`config.mk`:
```
export PLATFORM = sky130hd
export DESIGN_NAME = acc_pass_sequencer
export DESIGN_NICKNAME = d
export VERILOG_FILES = /design/src/rtl/acc_pass_sequencer.sv
export SDC_FILE = /design/constraint.sdc
export NUM_CORES = 1
export LEC_CHECK = 0
export CORE_UTILIZATION = 30
export CTS_BUF_LIST = sky130_fd_sc_hd__clkbuf_2
export CTS_CLUSTER_DIAMETER = 60
export CTS_CLUSTER_SIZE = 40
export DETAILED_ROUTE_END_ITERATION = 12
export PLACE_DENSITY = 0.6
export SKIP_CTS_REPAIR_TIMING = 1
export SYNTH_ARGS = -nofsm -noshare
export SYNTH_HDL_FRONTEND = slang
export SYNTH_SLANG_ARGS = --single-unit
```
`constraint.sdc`:
```
create_clock -name clk_i -period 2.58 [get_ports clk_i]
set_clock_uncertainty 0.15 [all_clocks]
set_input_delay 0.387 -clock clk_i [delete_from_list [all_inputs] [get_ports clk_i]]
set_output_delay 0.387 -clock clk_i [all_outputs]
set_load 0.02 [all_outputs]
```
`src/rtl/acc_pass_sequencer.sv`:
```
// Pass sequencer for the NxN systolic array. It runs one pass in this order: weight load,
// skewed input streaming, a wait for every column accumulator to report full, then a
// word-serial drain of the results to the output buffer.
// Optional feature: define ACC_SEQ_TIMEOUT_EN to bound the WAIT_FULL dwell to TIMEOUT
// cycles. When the bound expires, the pass ends with a sticky err and no drain.
module acc_pass_sequencer #(
  parameter int unsigned N       = 2,
  parameter int unsigned DATA_W  = 8,
  parameter int unsigned ADDR_W  = 8,
  parameter int unsigned TIMEOUT = 64,
  localparam int unsigned RowW   = $clog2(N),
  localparam int unsigned StepW  = $clog2(2 * N)
) (
  input  logic                       clk_i,
  input  logic                       reset_i,
  input  logic                       start_i,
  input  logic [ADDR_W-1:0]          out_base_i,
  input  logic [N-1:0]               acc_full_i,
  input  logic [N*N*DATA_W-1:0]      acc_data_i,
  output logic                       load_w_o,
  output logic [RowW-1:0]            w_row_o,
  output logic                       in_valid_o,
  output logic [StepW-1:0]           in_step_o,
  output logic                       acc_valid_o,
  output logic                       acc_clear_o,
  output logic                       out_valid_o,
  input  logic                       out_ready_i,
  output logic [ADDR_W-1:0]          out_addr_o,
  output logic [DATA_W-1:0]          out_data_o,
  output logic                       busy_o,
  output logic                       done_o,
  output logic                       err_o
);

  localparam int unsigned Beats = N * N;
  // A single counter serves as row index, skew step, timeout count and beat index.
  localparam int unsigned CntW  = $clog2(Beats + 2 * N + TIMEOUT + 1);

  localparam logic [2:0] StIdle     = 3'd0;
  localparam logic [2:0] StLoadW    = 3'd1;
  localparam logic [2:0] StStream   = 3'd2;
  localparam logic [2:0] StWaitFull = 3'd3;
  localparam logic [2:0] StDrain    = 3'd4;
  localparam logic [2:0] StDone     = 3'd5;

  logic [2:0]        state_q, state_d;
  logic [CntW-1:0]   cnt_q, cnt_d;
  logic [ADDR_W-1:0] base_q, base_d;
  logic              all_full;
  logic [DATA_W-1:0] word_sel;

  assign all_full = &acc_full_i;

`ifdef ACC_SEQ_TIMEOUT_EN
  logic err_q, err_d;
`endif

  // Next-state, counter and latched-base logic.
  always_comb begin
    state_d = state_q;
    cnt_d   = cnt_q;
    base_d  = base_q;
`ifdef ACC_SEQ_TIMEOUT_EN
    err_d   = err_q;
`endif
    unique case (state_q)
      StIdle: begin
        if (start_i) begin
          base_d  = out_base_i;
          cnt_d   = '0;
          state_d = StLoadW;
`ifdef ACC_SEQ_TIMEOUT_EN
          err_d   = 1'b0;
`endif
        end
      end
      StLoadW: begin
        if (cnt_q == CntW'(N - 1)) begin
          cnt_d   = '0;
          state_d = StStream;
        end else begin
          cnt_d = cnt_q + 1'b1;
        end
      end
      StStream: begin
        if (cnt_q == CntW'(2 * N - 2)) begin
          cnt_d   = '0;
          state_d = StWaitFull;
        end else begin
          cnt_d = cnt_q + 1'b1;
        end
      end
      StWaitFull: begin
        if (all_full) begin
          cnt_d   = '0;
          state_d = StDrain;
`ifdef ACC_SEQ_TIMEOUT_EN
        end else if (cnt_q == CntW'(TIMEOUT - 1)) begin
          // Give up on this pass: skip the drain and report the error.
          cnt_d   = '0;
          err_d   = 1'b1;
          state_d = StDone;
        end else begin
          cnt_d = cnt_q + 1'b1;
`endif
        end
      end
      StDrain: begin
        if (out_ready_i) begin
          if (cnt_q == CntW'(Beats - 1)) begin
            cnt_d   = '0;
            state_d = StDone;
          end else begin
            cnt_d = cnt_q + 1'b1;
          end
        end
      end
      StDone: begin
        state_d = StIdle;
      end
      default: begin
        cnt_d   = '0;
        state_d = StIdle;
      end
    endcase
  end

  // State registers. Reset aborts any pass in progress.
  always_ff @(posedge clk_i or posedge reset_i) begin
    if (reset_i) begin
      state_q <= StIdle;
      cnt_q   <= '0;
      base_q  <= '0;
    end else begin
      state_q <= state_d;
      cnt_q   <= cnt_d;
      base_q  <= base_d;
    end
  end

`ifdef ACC_SEQ_TIMEOUT_EN
  // Sticky timeout flag. It is cleared only when a new start is accepted.
  always_ff @(posedge clk_i or posedge reset_i) begin
    if (reset_i) begin
      err_q <= 1'b0;
    end else begin
      err_q <= err_d;
    end
  end
  assign err_o = err_q;
`else
  assign err_o = 1'b0;
`endif

  // Result-word mux. The beat index is stable while stalled, so the word is too.
  always_comb begin
    word_sel = '0;
    for (int k = 0; k < int'(Beats); k++) begin
      if (cnt_q == CntW'(k)) word_sel = acc_data_i[k*DATA_W +: DATA_W];
    end
  end

  // Moore outputs. Everything except busy is forced to zero outside its own state.
  always_comb begin
    load_w_o    = (state_q == StLoadW);
    w_row_o     = load_w_o ? cnt_q[RowW-1:0] : '0;
    in_valid_o  = (state_q == StStream);
    in_step_o   = in_valid_o ? cnt_q[StepW-1:0] : '0;
    acc_valid_o = (state_q == StStream) || (state_q == StWaitFull);
    out_valid_o = (state_q == StDrain);
    out_addr_o  = out_valid_o ? (base_q + ADDR_W'(cnt_q)) : '0;
    out_data_o  = out_valid_o ? word_sel : '0;
    done_o      = (state_q == StDone);
    acc_clear_o = done_o;
    busy_o      = (state_q != StIdle);
  end

endmodule

```
# Word-level counts from Yosys, hierarchy flattened
# Cells that the tools add are included.
[word_totals]
inputBits = 46
ram_bits = 0
wordCells = 50
out_inout_bits = 27
n_memories = 0
romBits = 0
latchBits = 0
reg_bits = 18
[classes]
bitwise = 1
n_eq_ne = 14
mul = 0
n_shift = 0
reduce_logical = 8
n_div = 0
n_addsub = 2
muxes = 22
n_lt_le_gt_ge = 0
[op_table]
columns = ["op", "n"]
rows = [
  ["two-way mux 8 bit", 6],
  ["two-way mux 7 bit", 6],
  ["one-hot mux 7 bit (6 select lines)", 1],
  ["two-way mux 3 bit", 6],
  ["one-hot mux 3 bit (5 select lines)", 1],
  ["== test 7 x 2 -> 1 bit (second input constant)", 2],
  ["adder 8 x 7 -> 8 bit", 1],
  ["!= test 2 x 1 -> 1 bit (second input constant)", 4],
  ["adder 7 x 1 -> 7 bit (second input constant)", 1],
  ["== test 7 x 1 -> 1 bit (second input constant)", 1],
  ["zero test 7 bit", 1],
  ["== test 3 x 2 -> 1 bit (second input constant)", 2],
  ["== test 3 bit (second input constant)", 2],
  ["AND reduction 6 bit", 1],
  ["!= test 2 bit (second input constant)", 2],
  ["AND reduction 2 bit", 2],
  ["AND reduction 4 bit", 1],
  ["== test 3 x 1 -> 1 bit (second input constant)", 1],
  ["zero test 3 bit", 1],
  ["nonzero test 3 bit", 1],
  ["two-way mux 2 bit", 1],
  ["logical OR 1 bit", 1],
  ["two-way mux 1 bit", 1],
  ["NOT 1 bit", 1],
]

# Longest topological paths before layout
[depth]
ltp_word = 6
ltp_mapped = 8
mapped_depth_nobuf = 7

# Least setup slack after synthesis
# Ideal clock, no wire load.
[synth_timing]
kind = "reg-to-output"
from = "register cnt_q[0]"
to = "output port out_addr_o[4]"
n_path_buf = 0
t_arrival_ps = 1944
path_stages_with_launch = 7
t_required_ps = 2043
slack_ps = 99
path_cell_list = "dfrtp_1 > ha_1 > fa_1 > a21o_1 > a21oi_1 > nor2b_1 > nor3_1"
[synth_between]
elab_chain_cells = 2
[synth_lines]
columns = ["element", "line_no", "rtl"]
rows = [
  ["start, declared", "47", "logic [CntW-1:0] cnt_q, cnt_d;"],
  ["start signal, assigned", "136", "cnt_q <= cnt_d;"],
  ["adder 8 x 7 -> 8 bit", "171", "out_addr_o = out_valid_o ? (base_q + ADDR_W'(cnt_q)) : '0;"],
  ["two-way mux 8 bit", "171", ""],
  ["end, declared", "28", "output logic [ADDR_W-1:0] out_addr_o,"],
]
# Every way passes these cells.

# Final worst setup path
[layout_timing]
from = "register cnt_q[0]"
to = "output port out_addr_o[6]"
# Same word-level chain as after synthesis.

==> key figures <==
Global route
  – All-Layer GR Usage: 16.5%
  – First-pass GRT wire length: slightly above 8000 um
  – Largest net degree at the start of global routing: 19
  – Overflow after GRT: 0
  – Vias in the first global route: 1731
  – Initial antenna violation count: 0

Clock network
  – Worst skew pair latency: 300 ps
  – Clk buf depth: 2
  – CTS tree: done
  – CTS Buf Count: 3
  – Root Driver: clkbuf_2
  – Sink Count: 18
  – Worst-path clk slew: ~180 ps
  – H-tree levels: 1

STA
  – Max-slew violations: 0
  – Fmax: ~390 MHz
  – RSZ-0062 raised after global routing: yes
  – Final worst slack: about 4.0 ps
  – Least-Margin Pin Slew: 671 ps
  – Final Setup Violations: 0
  – Final hold vios: 0
  – Min Tclk post-route: around 2600 ps
  – Post-route clock period utilization: 99.8%
  – Rel. slew slack: between 50 and 60%

Synth
  – Synth top area cells: dfrtp_1 (25%), ha_1 (7.7%), mux2_1 (5.7%)
  – Number of synthesized flops with an enable pin: 0
  – Post-synth design cell area: 1790 sq um
  – Unique masters post-synth: between 40 and 50
  – Async SR Flop Fraction: 100%
  – Area fraction of the dominant cell type after synthesis: between 20% and 30%
  – Syn avg cell area: approximately 8.3 sq um
  – Number of synthesized register bits: 18
  – Main synth FF type: dfrtp_1
  – Synth area leader: dfrtp_1
  – Post-Syn Instances: 215
  – Synth Warn #: 0
  – Syn Nets: approximately 270
  – Post-synthesis sequential area ratio: around a quarter

Place
  – HPWL after DPL: around 4000 um
  – Placed insts: around 370
  – Pre-CTS setup slack: -205 ps
  – GP Congestion: a little over 0.8
  – PortBufs: 71
  – Post-DP Area: 2710 sq um

Detailed routing
  – WL final: about 5000 um
  – DR WL/cell: 13.4 um
  – Drt drc: 0
  – Via Count: ~1800
  – Vias per cell: 4.87
  – Final ANT Viol Nets: 0
  – Drt initial violations: 62
  – TritonRoute pass-1 iters: 4

Worst setup path
  – Setup Crit Path Kind: flip-flop to primary output
  – CP arrival: between 2000 and 2500 ps
  – Critical path endpoint category: primary output
  – Crit Reg-Reg Startpoint: cnt_q[0]$_DFFE_PP0P_
  – Largest fanout on the critical path: 3
  – R2r setup slk: around 190 ps
  – Worst reg2reg path depth: 10
  – Nature of the critical path startpoint: flip-flop
  – RR Endpoint: cnt_q[3]$_DFFE_PP0P_
  – Worst EP required: about 2000 ps

Pwr
  – Clock share of power: roughly 4.8%
  – Sw power: 1.12 mW
  – Cell-internal power: 1.37 mW
  – Power per cell area: between 800 and 900 nW/um^2
  – Pwr Total: 2.49 mW
  – Sequential share of power: about a fifth
  – Lkg Pwr: 1.30 nW
  – Sw frac: roughly 45%
  – Gate power share: between 70 and 80%
  – Peak VDD IR: ~0.47 mV

Floorplan
  – Ports: between 70 and 80
  – Die Y: ~80 um
  – FP Rows: 27
  – Die width: 79.2 um
  – Die Area: approximately 6300 sq um
  – Core ar.: about 5600 sq um
  – Starting Density: between 30% and 40%

Finish
  – Fin cells: between 300 and 400
  – Share of post-route cells with drive strength above 1: roughly 27%
  – Commonest cells after routing, fill and taps aside: clkdlybuf4s50_1 (51), buf_4 (36), nor2_1 (19), nand2_1 (19), dfrtp_1 (17)
  – Commonest non-fill, non-tap cell in the layout: clkdlybuf4s50_1
  – Post-route cell area: between 2000 and 3000 sq um
  – Core Util, Final: 51.4%
  – Net count, final: 367
  – Area growth from synthesis to layout: 61.4%
  – Ant diodes: 0
  – Filler cells: between 500 and 600

Worst hold path
  – Min-delay worst type: input pin to async pin

Status
  – Status: complete, no violations

Flow run
  – Max_cap viols: 0
-- how the worst max path moves through the flow --
stage / start / end / slack [ps] / cells after the start
after floorplan: cnt_q[0]$_DFFE_PP0P_ / out_addr_o[4] / 100 / 6
after global placement: cnt_q[0]$_DFFE_PP0P_ / out_addr_o[4] / -150 / 7
after CTS: cnt_q[0]$_DFFE_PP0P_ / out_addr_o[4] / -600 / 7
after global routing: cnt_q[0]$_DFFE_PP0P_ / out_data_o[7] / -120 / 10
final: cnt_q[0]$_DFFE_PP0P_ / out_addr_o[6] / 4 / 8
after detailed placement: cnt_q[0]$_DFFE_PP0P_ / out_addr_o[4] / -200 / 7
-- sequential cells by signal, indices dropped and copies added (netlist names) --
| name | flops |
|---|---|
| state_q | 3 |
| base_q | 8 |
| cnt_q | 7 |
-- area by class of cell --
| class | instances | area (sq um) | area share [%] |
|---|---|---|---|
| Inverter | 15 | 60.1 | 2.08 |
| Tap cell | 72 | 90.1 | 3.12 |
| Multi-Input combinational cell | 170 | 1330 | 46.2 |
| Clock buffer | 3 | 15.0 | 0.521 |
| Sequential cell | 18 | 452 | 15.7 |
| Timing Repair Buffer | 101 | 930 | 32.2 |
| Clock inverter | 1 | 3.75 | 0.130 |
-- stage by stage --
step | TNS [ps] | hold WS (ps)
detailed placement | -908 | 335
finish | 0 | 301
global placement | -568 | 324
global route | -965 | 334
floorplan | 0 | 176
CTS | -6600 | 319
-- synth_stat cells (5+ instances only) --
library cell / count
a21oi_1: 16
and2_1: 5
and3b_1: 8
buf_2: 5
dfrtp_1: 18
ha_1: 11
inv_1: 14
mux2_1: 9
mux2i_1: 8
nand2_1: 19
nand2b_1: 5
nand3_1: 6
nor2_1: 19
o21ai_0: 12
-- power by group through the flow --
stage	clock [mW]	sequential, mW	combinational (mW)
finish	0.119	0.474	1.90
global route	0.144	0.487	2.09
CTS	0.131	0.454	1.70
detailed placement	0	0.461	1.69
global placement	0	0.455	1.68
floorplan	0	0.463	1.12
-- per-layer routing --
metal,vias to the layer above,track usage (%),wire [um]
li1,946,-,-
met1,865,22.6,2390
met2,36,27.4,2480
met3,2,2.87,200
met4,0,2.73,24
met5,-,0,0
-- worst max-delay path, stage by stage, from the launching register on --
cell and delay, ps:
dfrtp_1 440, ha_2 200, fa_2 350, a21o_1 180
a21oi_2 150, nor2b_2 70, nand4b_1 90, o211ai_1 90
buf_4 170
-- cell families after synthesis --
group,Yosys count,synth area share [%]
mux,19,11.4
xor+xnor,3,1.47
fa+ha+maj,12,8.82
simple gates,80,24.2
buf+inv,27,7.28
flops,18,25.2
compound gates,55,21.4
other cells,1,0.210
(Power assumes the default switching activity.)
